<file path="src/rtl/alu_word_sequencer.sv">
// Word-wide ALU operations sequenced one nibble per clock over a shared 4-bit alu.
// The carry chains from nibble to nibble through the registered carry_in field of alu_args.

package alu_word_sequencer_pkg;

    localparam logic [2:0] OP_ADD  = 3'd0;
    localparam logic [2:0] OP_SUB  = 3'd1;
    localparam logic [2:0] OP_AND  = 3'd2;
    localparam logic [2:0] OP_OR   = 3'd3;
    localparam logic [2:0] OP_XOR  = 3'd4;
    localparam logic [2:0] OP_XNOR = 3'd5;
    localparam logic [2:0] OP_SHR  = 3'd6;
    localparam logic [2:0] OP_CMP  = 3'd7;

    typedef enum logic [2:0] {
        CMD_ADD   = 3'd0,
        CMD_AND   = 3'd1,
        CMD_OR    = 3'd2,
        CMD_XOR   = 3'd3,
        CMD_XNOR  = 3'd4,
        CMD_RSHFT = 3'd5
    } alu_cmd_e;

    typedef struct packed {
        logic [3:0] d1;
        logic [3:0] d2;
        alu_cmd_e   cmd;
        logic       b_inv;
        logic       carry_disable;
        logic       carry_in;
    } alu_args_t;

    typedef struct packed {
        logic [3:0] res;
        logic       carry_out;
    } alu_ret_t;

    localparam int unsigned ALU_ARGS_W = $bits(alu_args_t);
    localparam int unsigned ALU_RET_W  = $bits(alu_ret_t);

endpackage

module alu_word_sequencer
    import alu_word_sequencer_pkg::*;
#(
    parameter int unsigned NIBBLES = 4
) (
    input  logic                  clk,
    input  logic                  rst_n,
    input  logic                  start,
    input  logic [2:0]            op,
    input  logic [4*NIBBLES-1:0]  a,
    input  logic [4*NIBBLES-1:0]  b,
    output logic                  ready,
    output logic                  done,
    output logic [4*NIBBLES-1:0]  result,
    output logic                  carry_out,
    output logic                  zero,
    output logic [ALU_ARGS_W-1:0] alu_args,
    input  logic [ALU_RET_W-1:0]  alu_ret
);

    localparam int unsigned W     = 4 * NIBBLES;
    localparam int unsigned IDX_W = (NIBBLES > 1) ? $clog2(NIBBLES) : 1;
    localparam logic [IDX_W-1:0] LAST = IDX_W'(NIBBLES - 1);

    typedef enum logic [1:0] {
        S_IDLE = 2'd0,
        S_RUN  = 2'd1,
        S_DONE = 2'd2
    } state_e;

    state_e           state;
    logic [W-1:0]     a_q;
    logic [W-1:0]     b_q;
    logic [2:0]       op_q;
    logic [IDX_W-1:0] idx;
    logic [W-1:0]     shadow;
    logic [W-1:0]     shadow_next;
    alu_args_t        args_q;
    alu_ret_t         ret;

    assign ret      = alu_ret;
    assign alu_args = args_q;

    // ALU control for nibble k of a word operation, given the carry into that nibble.
    function automatic alu_args_t nibble_args(input logic [2:0] o, input logic [W-1:0] x,
                                              input logic [W-1:0] y, input int unsigned k,
                                              input logic cin);
        alu_args_t r;
        logic [W:0] above;
        r     = '0;
        above = {1'b0, x} >> (4 * k + 4);
        r.d1  = 4'(x >> (4 * k));
        r.d2  = 4'(y >> (4 * k));
        case (o)
            OP_ADD: begin
                r.cmd      = CMD_ADD;
                r.carry_in = cin;
            end
            OP_SUB, OP_CMP: begin
                r.cmd      = CMD_ADD;
                r.b_inv    = 1'b1;
                r.carry_in = cin;
            end
            OP_AND:  begin r.cmd = CMD_AND;  r.carry_disable = 1'b1; end
            OP_OR:   begin r.cmd = CMD_OR;   r.carry_disable = 1'b1; end
            OP_XOR:  begin r.cmd = CMD_XOR;  r.carry_disable = 1'b1; end
            OP_XNOR: begin r.cmd = CMD_XNOR; r.carry_disable = 1'b1; end
            default: begin
                // SHR: the bit shifted in is the LSB of the next nibble up (0 above the word)
                r.cmd      = CMD_RSHFT;
                r.d1       = 4'h0;
                r.d2       = 4'(x >> (4 * k));
                r.carry_in = above[0];
            end
        endcase
        return r;
    endfunction

    always_comb begin
        shadow_next = (shadow & ~(W'(4'hF) << (4 * 32'(idx)))) | (W'(ret.res) << (4 * 32'(idx)));
    end

    // Outputs are committed on the last RUN edge so DONE doubles as an accept slot.
    always_ff @(posedge clk or negedge rst_n) begin
        if (!rst_n) begin
            state     <= S_IDLE;
            a_q       <= '0;
            b_q       <= '0;
            op_q      <= '0;
            idx       <= '0;
            shadow    <= '0;
            args_q    <= '0;
            ready     <= 1'b1;
            done      <= 1'b0;
            result    <= '0;
            carry_out <= 1'b0;
            zero      <= 1'b1;
        end else begin
            done <= 1'b0;
            case (state)
                S_IDLE, S_DONE: begin
                    if (start) begin
                        a_q    <= a;
                        b_q    <= b;
                        op_q   <= op;
                        idx    <= '0;
                        args_q <= nibble_args(op, a, b, 0, (op == OP_SUB) || (op == OP_CMP));
                        ready  <= 1'b0;
                        state  <= S_RUN;
                    end else begin
                        state <= S_IDLE;
                    end
                end
                S_RUN: begin
                    shadow <= shadow_next;
                    if (idx == LAST) begin
                        args_q <= '0;
                        if (op_q != OP_CMP) begin
                            result <= shadow_next;
                        end
                        zero <= (shadow_next == '0);
                        case (op_q)
                            OP_ADD, OP_SUB, OP_CMP: carry_out <= ret.carry_out;
                            OP_SHR:                 carry_out <= a_q[0];
                            default:                carry_out <= 1'b0;
                        endcase
                        done  <= 1'b1;
                        ready <= 1'b1;
                        state <= S_DONE;
                    end else begin
                        idx    <= idx + IDX_W'(1);
                        args_q <= nibble_args(op_q, a_q, b_q, 32'(idx) + 32'd1, ret.carry_out);
                    end
                end
                default: begin
                    state <= S_IDLE;
                    ready <= 1'b1;
                end
            endcase
        end
    end

endmodule

</file>
<file path="config.mk">
export PLATFORM = sky130hd
export DESIGN_NAME = alu_word_sequencer
export DESIGN_NICKNAME = d
export VERILOG_FILES = /design/src/rtl/alu_word_sequencer.sv
export SDC_FILE = /design/constraint.sdc
export NUM_CORES = 1
export LEC_CHECK = 0
export CAP_MARGIN = 30
export CORE_MARGIN = 2
export CORE_UTILIZATION = 49
export CTS_BUF_LIST = sky130_fd_sc_hd__clkbuf_8
export DETAILED_ROUTE_END_ITERATION = 8
export PLACE_DENSITY = 0.79
export SYNTH_ARGS = -nofsm -noshare
export SYNTH_HDL_FRONTEND = slang
export SYNTH_SLANG_ARGS = --single-unit
</file>
<file path="constraint.sdc">
create_clock -name clk -period 2 [get_ports clk]
set_clock_uncertainty 0.2 [all_clocks]
set_input_delay 0.4 -clock clk [delete_from_list [all_inputs] [get_ports clk]]
set_output_delay 0.4 -clock clk [all_outputs]
set_load 0.05 [all_outputs]
</file>
==> qor.txt <==
status - completed
final number of hold-violating endpoints - 0
# clock sinks - 82
fmax - 524 MHz
Worst slew margin - 63.8%
r2r endpoint - zero$_DFFE_PN1P_
TritonCTS clock tree - built
port buffer count - 76
routability cong. - 0.888
pwr/cell area - 1800 nW/µm²
synthesized area - 3980 µm²
Bufs and invs on worst path - 1
Synth area leaders - dfrtp_1 (50%), nand2_1 (10%), o21ai_0 (4.8%), a21oi_1 (2.9%), nor2b_1 (2.8%)
post-DP HPWL - 7310 µm
count leader, synth - nand2_1
largest fanout on the critical path - 6
kind of cell adding the most delay to the critical path - flip-flops
Final Slew Violations - 0
via count - 3526
Final Cycle Share - 95.4%
R2R setup slack - 0.09 ns
root buf cell - clkbuf_8
setup ws final - 0.0923 ns
vias in the first global route - 3501
first-pass GRT wire length - 16900 µm
drt via density - 5.55
# IOs - 77
Iter 0 DRT Violations - 202
Area Overhead vs Synth - 32.9%
DRT Wirelength - 10100 µm
total CTS buffers - 9
Critical R2R Launch - idx[1]$_DFFE_PN0P_
Final Core Density - 67.7%
DRC viols - 0
Post-synth ARST share - 100%
Post-synth EDFFs - 0
CP Launch Type - register
core area - 7810 µm²
gate count of the mapped netlist - 427
largest net degree at the start of global routing - 48
delay of the slowest cell on the worst path - 0.49 ns
placement row count - 32
remaining antenna violation count - 0
Req. time, crit path - 2.07 ns
GRT Total Usage - 24.5%
critical path depth - 6
number of setup violations in the final report - 0
min Tclk post-route - 1.91 ns
Initial Util - 50.9%
initial antenna violation count - 0
Slowest cell on crit path - dfrtp_1
die area - 8850 µm²
Layout fillers - 596
CP Launch Point - idx[1]$_DFFE_PN0P_
Syn Nets - 476
flops & latches, synth - 82
synth cell count leaders - nand2_1 (110), dfrtp_1 (80), o21ai_0 (38), a21oi_1 (23), nor2b_1 (18)
count of different cell masters after synthesis - 51
Slew @ Worst Pin - 0.539 ns
share of the synthesized area in the top cell type - 50.3%
critical path, cell by cell - ha_1 -> buf_4 -> nor2b_1 -> a211oi_1 -> nand4_1 -> o31ai_1
footprint of the multi-input gates - 1770 µm²
total grt overflow - 0
H-tree depth - 3
Avg WL per Cell - 15.9 µm
VDD IR max - 0.865 mV
Hold Crit Class - primary input to asynchronous set/reset pin
Setup CP Type - register to register
r2r worst-path depth - 6
crit path DAT - 1.98 ns
FF/Latch Area - 2050 µm²
DIE HEIGHT - 94.1 µm
dominant synthesized flop cell - dfrtp_1
Mapped Avg Cell Area - 9.32 µm²
clk slew on worst S/H paths - 0.09 ns
crit path to - zero$_DFFE_PN1P_
Nets - 577
DR pass1 iterations - 4
yosys warns - 0
Placement Setup Slack - -0.252 ns
sequential area share after synthesis - 51.7%
number of diodes - 0
Crit. End Element - register
clock latency on the worst-skew pair - 0.36 ns
RSZ-0062 raised after global routing - false
fraction of layout cells with a size suffix above 1 - 19.9%
leading area contributor after synthesis - dfrtp_1
CTS max path bufs - 2
leakage power - 2.48 nW
max cap viols - 0
Die X - 94.1 µm
[worst min path at each step]
stage               cells after the start                     end  slack (ns)
finish                                  2  shadow[12]$_DFFE_PN0P_        0.26
global route                            2  shadow[12]$_DFFE_PN0P_        0.29
CTS                                     2  shadow[12]$_DFFE_PN0P_        0.28
detailed placement                      1  shadow[15]$_DFFE_PN0P_         0.1
global placement                        1  shadow[15]$_DFFE_PN0P_        0.09
floorplan                               0      a_q[0]$_DFFE_PN0P_        -0.1
[kinds of logic after synthesis]
logic type / share of synthesized area (%)
AOI/OAI and AO/OA: 18.5
xor gates and xnor gates: 0.440
adders and majority gates: 1.89
buffers and inverters: 4.53
DFF: 51.7
muxes: 2.26
and+or+nand+nor: 20.7
[state kept, by name, summed over array words and instances (netlist names)]
signal	cells
b_q	12
ready	1
a_q	13
op_q	3
result	16
state	2
shadow	16
idx	2
done	1
zero	1
carry_out	1
alu_args	14
[cells in the final DEF (no fill, tap or decap), types with 9 or more instances in the layout]
cell / n
buf_4: 71
o21ai_0: 38
a21oi_1: 23
nor2b_1: 16
mux2i_1: 9
nand2_1: 110
dfrtp_1: 80
clkdlybuf4s50_1: 41
clkbuf_8: 10
inv_1: 10
nor2_1: 17
[power breakdown]
group / internal [mW] / leakage (nW) / switching, mW / total, mW
clock: 0.983 / 0.138 / 0.603 / 1.59
sequential: 2.44 / 1.02 / 0.453 / 2.89
combinational: 1.90 / 1.32 / 3.13 / 5.03
[through the flow]
step	total power, mW	std cells	instance area (µm²)	hold WS (ns)	TNS (ns)
finish	9.50	635	5290	0.261	0
global placement	7.70	617	4980	0.0926	-1.30
global route	10.1	635	5290	0.285	0
CTS	9.44	634	5260	0.278	0
detailed placement	7.83	617	4980	0.0954	-2.15
floorplan	6.23	427	3980	-0.0956	0
[per-layer routing]
layer,GRT usage (%),wire (µm),vias up
li1,-,-,1668
met1,31.3,4340,1697
met2,41.9,5110,136
met3,3.53,461,25
met4,9.30,217,0
met5,0,0,-
[cell type report]
class / instances / area share (%)
Multi-Input combinational cell: 308 / 33.4
Sequential cell: 82 / 38.9
Inverter: 10 / 0.710
Clock buffer: 10 / 2.60
Clock inverter: 6 / 2.44
Tap cell: 102 / 2.41
Timing Repair Buffer: 117 / 19.5
[repair_timing]
item	in CTS	in global routing
hold buffers	1	0
buffers inserted	0	1
resized for setup	1	3
gates cloned	0	0
hold endpoints to repair	17	0
setup endpoints to repair	3	8
Power figures use the tool's default switching activity.
==> patch (config.mk and constraints unchanged) <==
Make the reset (`rst_n`) synchronous in one clocked block.
--- a/src/rtl/alu_word_sequencer.sv
+++ b/src/rtl/alu_word_sequencer.sv
@@ -123,7 +123,7 @@
     end
 
     // Outputs are committed on the last RUN edge so DONE doubles as an accept slot.
-    always_ff @(posedge clk or negedge rst_n) begin
+    always_ff @(posedge clk) begin
         if (!rst_n) begin
             state     <= S_IDLE;
             a_q       <= '0;
Function: differs if rst_n is asserted again (counterexample within 4 cycles, from zero or initial values and one cycle with rst_n low); with rst_n held inactive, the same outputs for 10 cycles.
==> patch against the unedited design <==
- sequential cell count decreased by 1
- routed wire length down 3.0%
- final area is 6.5% lower
- setup slack got worse by 0.051 ns
- non-clock buffer count grew 3
- synthesized area is 5.9% lower
- utilization is 0.29 points lower
- critical endpoint is now alu_args[10]
Power is not compared: it rests on default switching activity, and its combinational part moved more than twofold at a synthesized area within 25%.
==> patch: results (changes against the unedited design) <==
STA
  – Final hold slack: 0.257 ns (was 0.261 ns)
  – Worst slew pin tran: 0.400 ns (was 0.539 ns)

Layout
  – Layout cells sized above 1: 20.0% (was 19.9%)
  – Filler instances: 586 (was 596)
  – Non-CTS buffers: 120 (was 117)
  – Seq area share: 32.8% (was 38.9%)
  – Nets@finish: 598 (was 577)
  – Comb_multi_in: 330 (was 308)
  – Area of the multi-input gates: 1960 µm² (was 1770 µm²)
  – Clk tree area frac: 3.32% (was 5.04%)
  – NonClk Buf Share: 21.2% (was 19.5%)
  – Inverter count: 7 (was 10)
  – Final cell count without fillers: 653 (was 635)

Detailed routing
  – Starting DRT DRC Count: 144 (was 202)
  – Routed wl met2: 5000 µm (was 5110 µm)
  – Post-Route WL: 9820 µm (was 10100 µm)
  – Vias: 3630 (was 3526)
  – WL met3: 552 µm (was 461 µm)

Logic synthesis
  – Syn_nets: 505 (was 476)
  – Top cells by area, synth: dfxtp_1 43%, nand2_1 7.3%, a21oi_1 7.2% (was dfrtp_1 50%, nand2_1 10%, o21ai_0 4.8%)
  – Register area share after synthesis: 43.3% (was 51.7%)
  – Synth top cells by count: 81 x dfxtp_1, 73 x nand2_1, 54 x a21oi_1, 42 x nor2_1, 26 x a211oi_1 (was 110 x nand2_1, 80 x dfrtp_1, 38 x o21ai_0, 23 x a21oi_1, 18 x nor2b_1)
  – Asr flop ratio synth: 0% (was 100%)
  – Number of distinct library cells after synthesis: 52 (was 51)
  – Leading area contributor after synthesis: dfxtp_1 (was dfrtp_1)

Critical path
  – FF-to-FF End: zero (unchanged)
  – FF-to-FF Start: idx[1] (unchanged)
  – CP Data Arrival Time: 2.00 ns (was 1.98 ns)
  – R2R cell count: 5 (was 6)
  – Maximum net fanout on the critical path: 7 (was 6)
  – R2R setup slack: 0.15 ns (was 0.09 ns)

Pwr
  – Clock power frac: 28.8%
  – Lkg Pwr: 1.89 nW
  – Worst VDD drop: 0.000409 V

Placed design
  – Dpl hpwl: 7100 µm (was 7310 µm)
  – Area after DPL: 4730 µm² (was 4980 µm²)
  – Routability cong.: 0.900 (was 0.888)
  – Placed Cells incl. Taps: 637 (was 617)

Global routing
  – Routing usage on met2: 41.6% (was 41.9%)
  – Met3 Use GR: 4.56% (was 3.53%)
  – Vias in the first global route: 3514 (was 3501)
  – First-pass GRT wire length: 16000 µm (was 16900 µm)
  – Grt met1 use: 27.1% (was 31.3%)
  – GRT Overall Usage: 23.5% (was 24.5%)

CTS
  – Clock sinks: 81 (was 82)

Status
  – Status: completed (unchanged)

Hold path
  – Hold Path Class: register to register (was primary input to asynchronous set/reset pin)

Floorplanning
  – N_taps: 99 (was 102)
-- patch: cell types whose count changed after synthesis, moves of 25 or more --
cell,change
a21oi_1,+31
dfxtp_1,+81
nand2_1,-37
dfrtp_1,-80
nor2_1,+25
o21ai_0,-25
-- patch: worst max-delay path, cell delays in order --
cell and delay [ns]:
clkdlybuf4s50_1 0.45, buf_4 0.18, and3_4 0.19, o41a_1 0.48, a22oi_2 0.21, a21oi_1 0.09
-- patch: worst max path at each step --
| stage | slack [ns] | end | from | cells after the start |
|---|---|---|---|---|
| after global placement | -0.26 | alu_args[10] | op[1] | 6 |
| after floorplan | 0.12 | zero | idx[0] | 8 |
| after detailed placement | -0.35 | alu_args[10] | op[1] | 6 |
| after global routing | -0.005 | alu_args[12] | op[2] | 6 |
| after CTS | 0.02 | alu_args[10] | op[1] | 6 |
| final | 0.04 | alu_args[10] | op[2] | 6 |
-- patch: repair_timing --
item / in CTS / in global routing
hold buffers: 0 / 0
gates resized for setup: 0 / 12
endpoints found under the setup margin: 0 / 8
hold endpoints to repair: 0 / 0
setup buffers: 0 / 0
-- patch: cells by family (layout without fill, tap and decap cells) --
kind of cell | after synthesis | after routing | synth area share [%]
buffers and inverters | 45 | 143 | 5.65
XOR/XNOR | 3 | 3 | 0.702
multiplexers | 9 | 9 | 2.41
AND/OR/NAND/NOR | 181 | 181 | 23.4
flip-flops | 81 | 81 | 43.3
adder cells (fa/ha/maj) | 6 | 6 | 2.01
AO/OA/AOI/OAI | 131 | 131 | 22.5
-- patch: per-stage QoR --
step	utilization (%)	TNS, ns	total power, W
6_report	67.4	0	0.00360
5_1_grt	67.4	-0.00709	0.00375
4_1_cts	66.7	0	0.00359
3_5_place_dp	64.5	-2.87	0.00258
3_3_place_gp	64.5	-2.31	0.00256
2_1_floorplan	-	0	0.00226
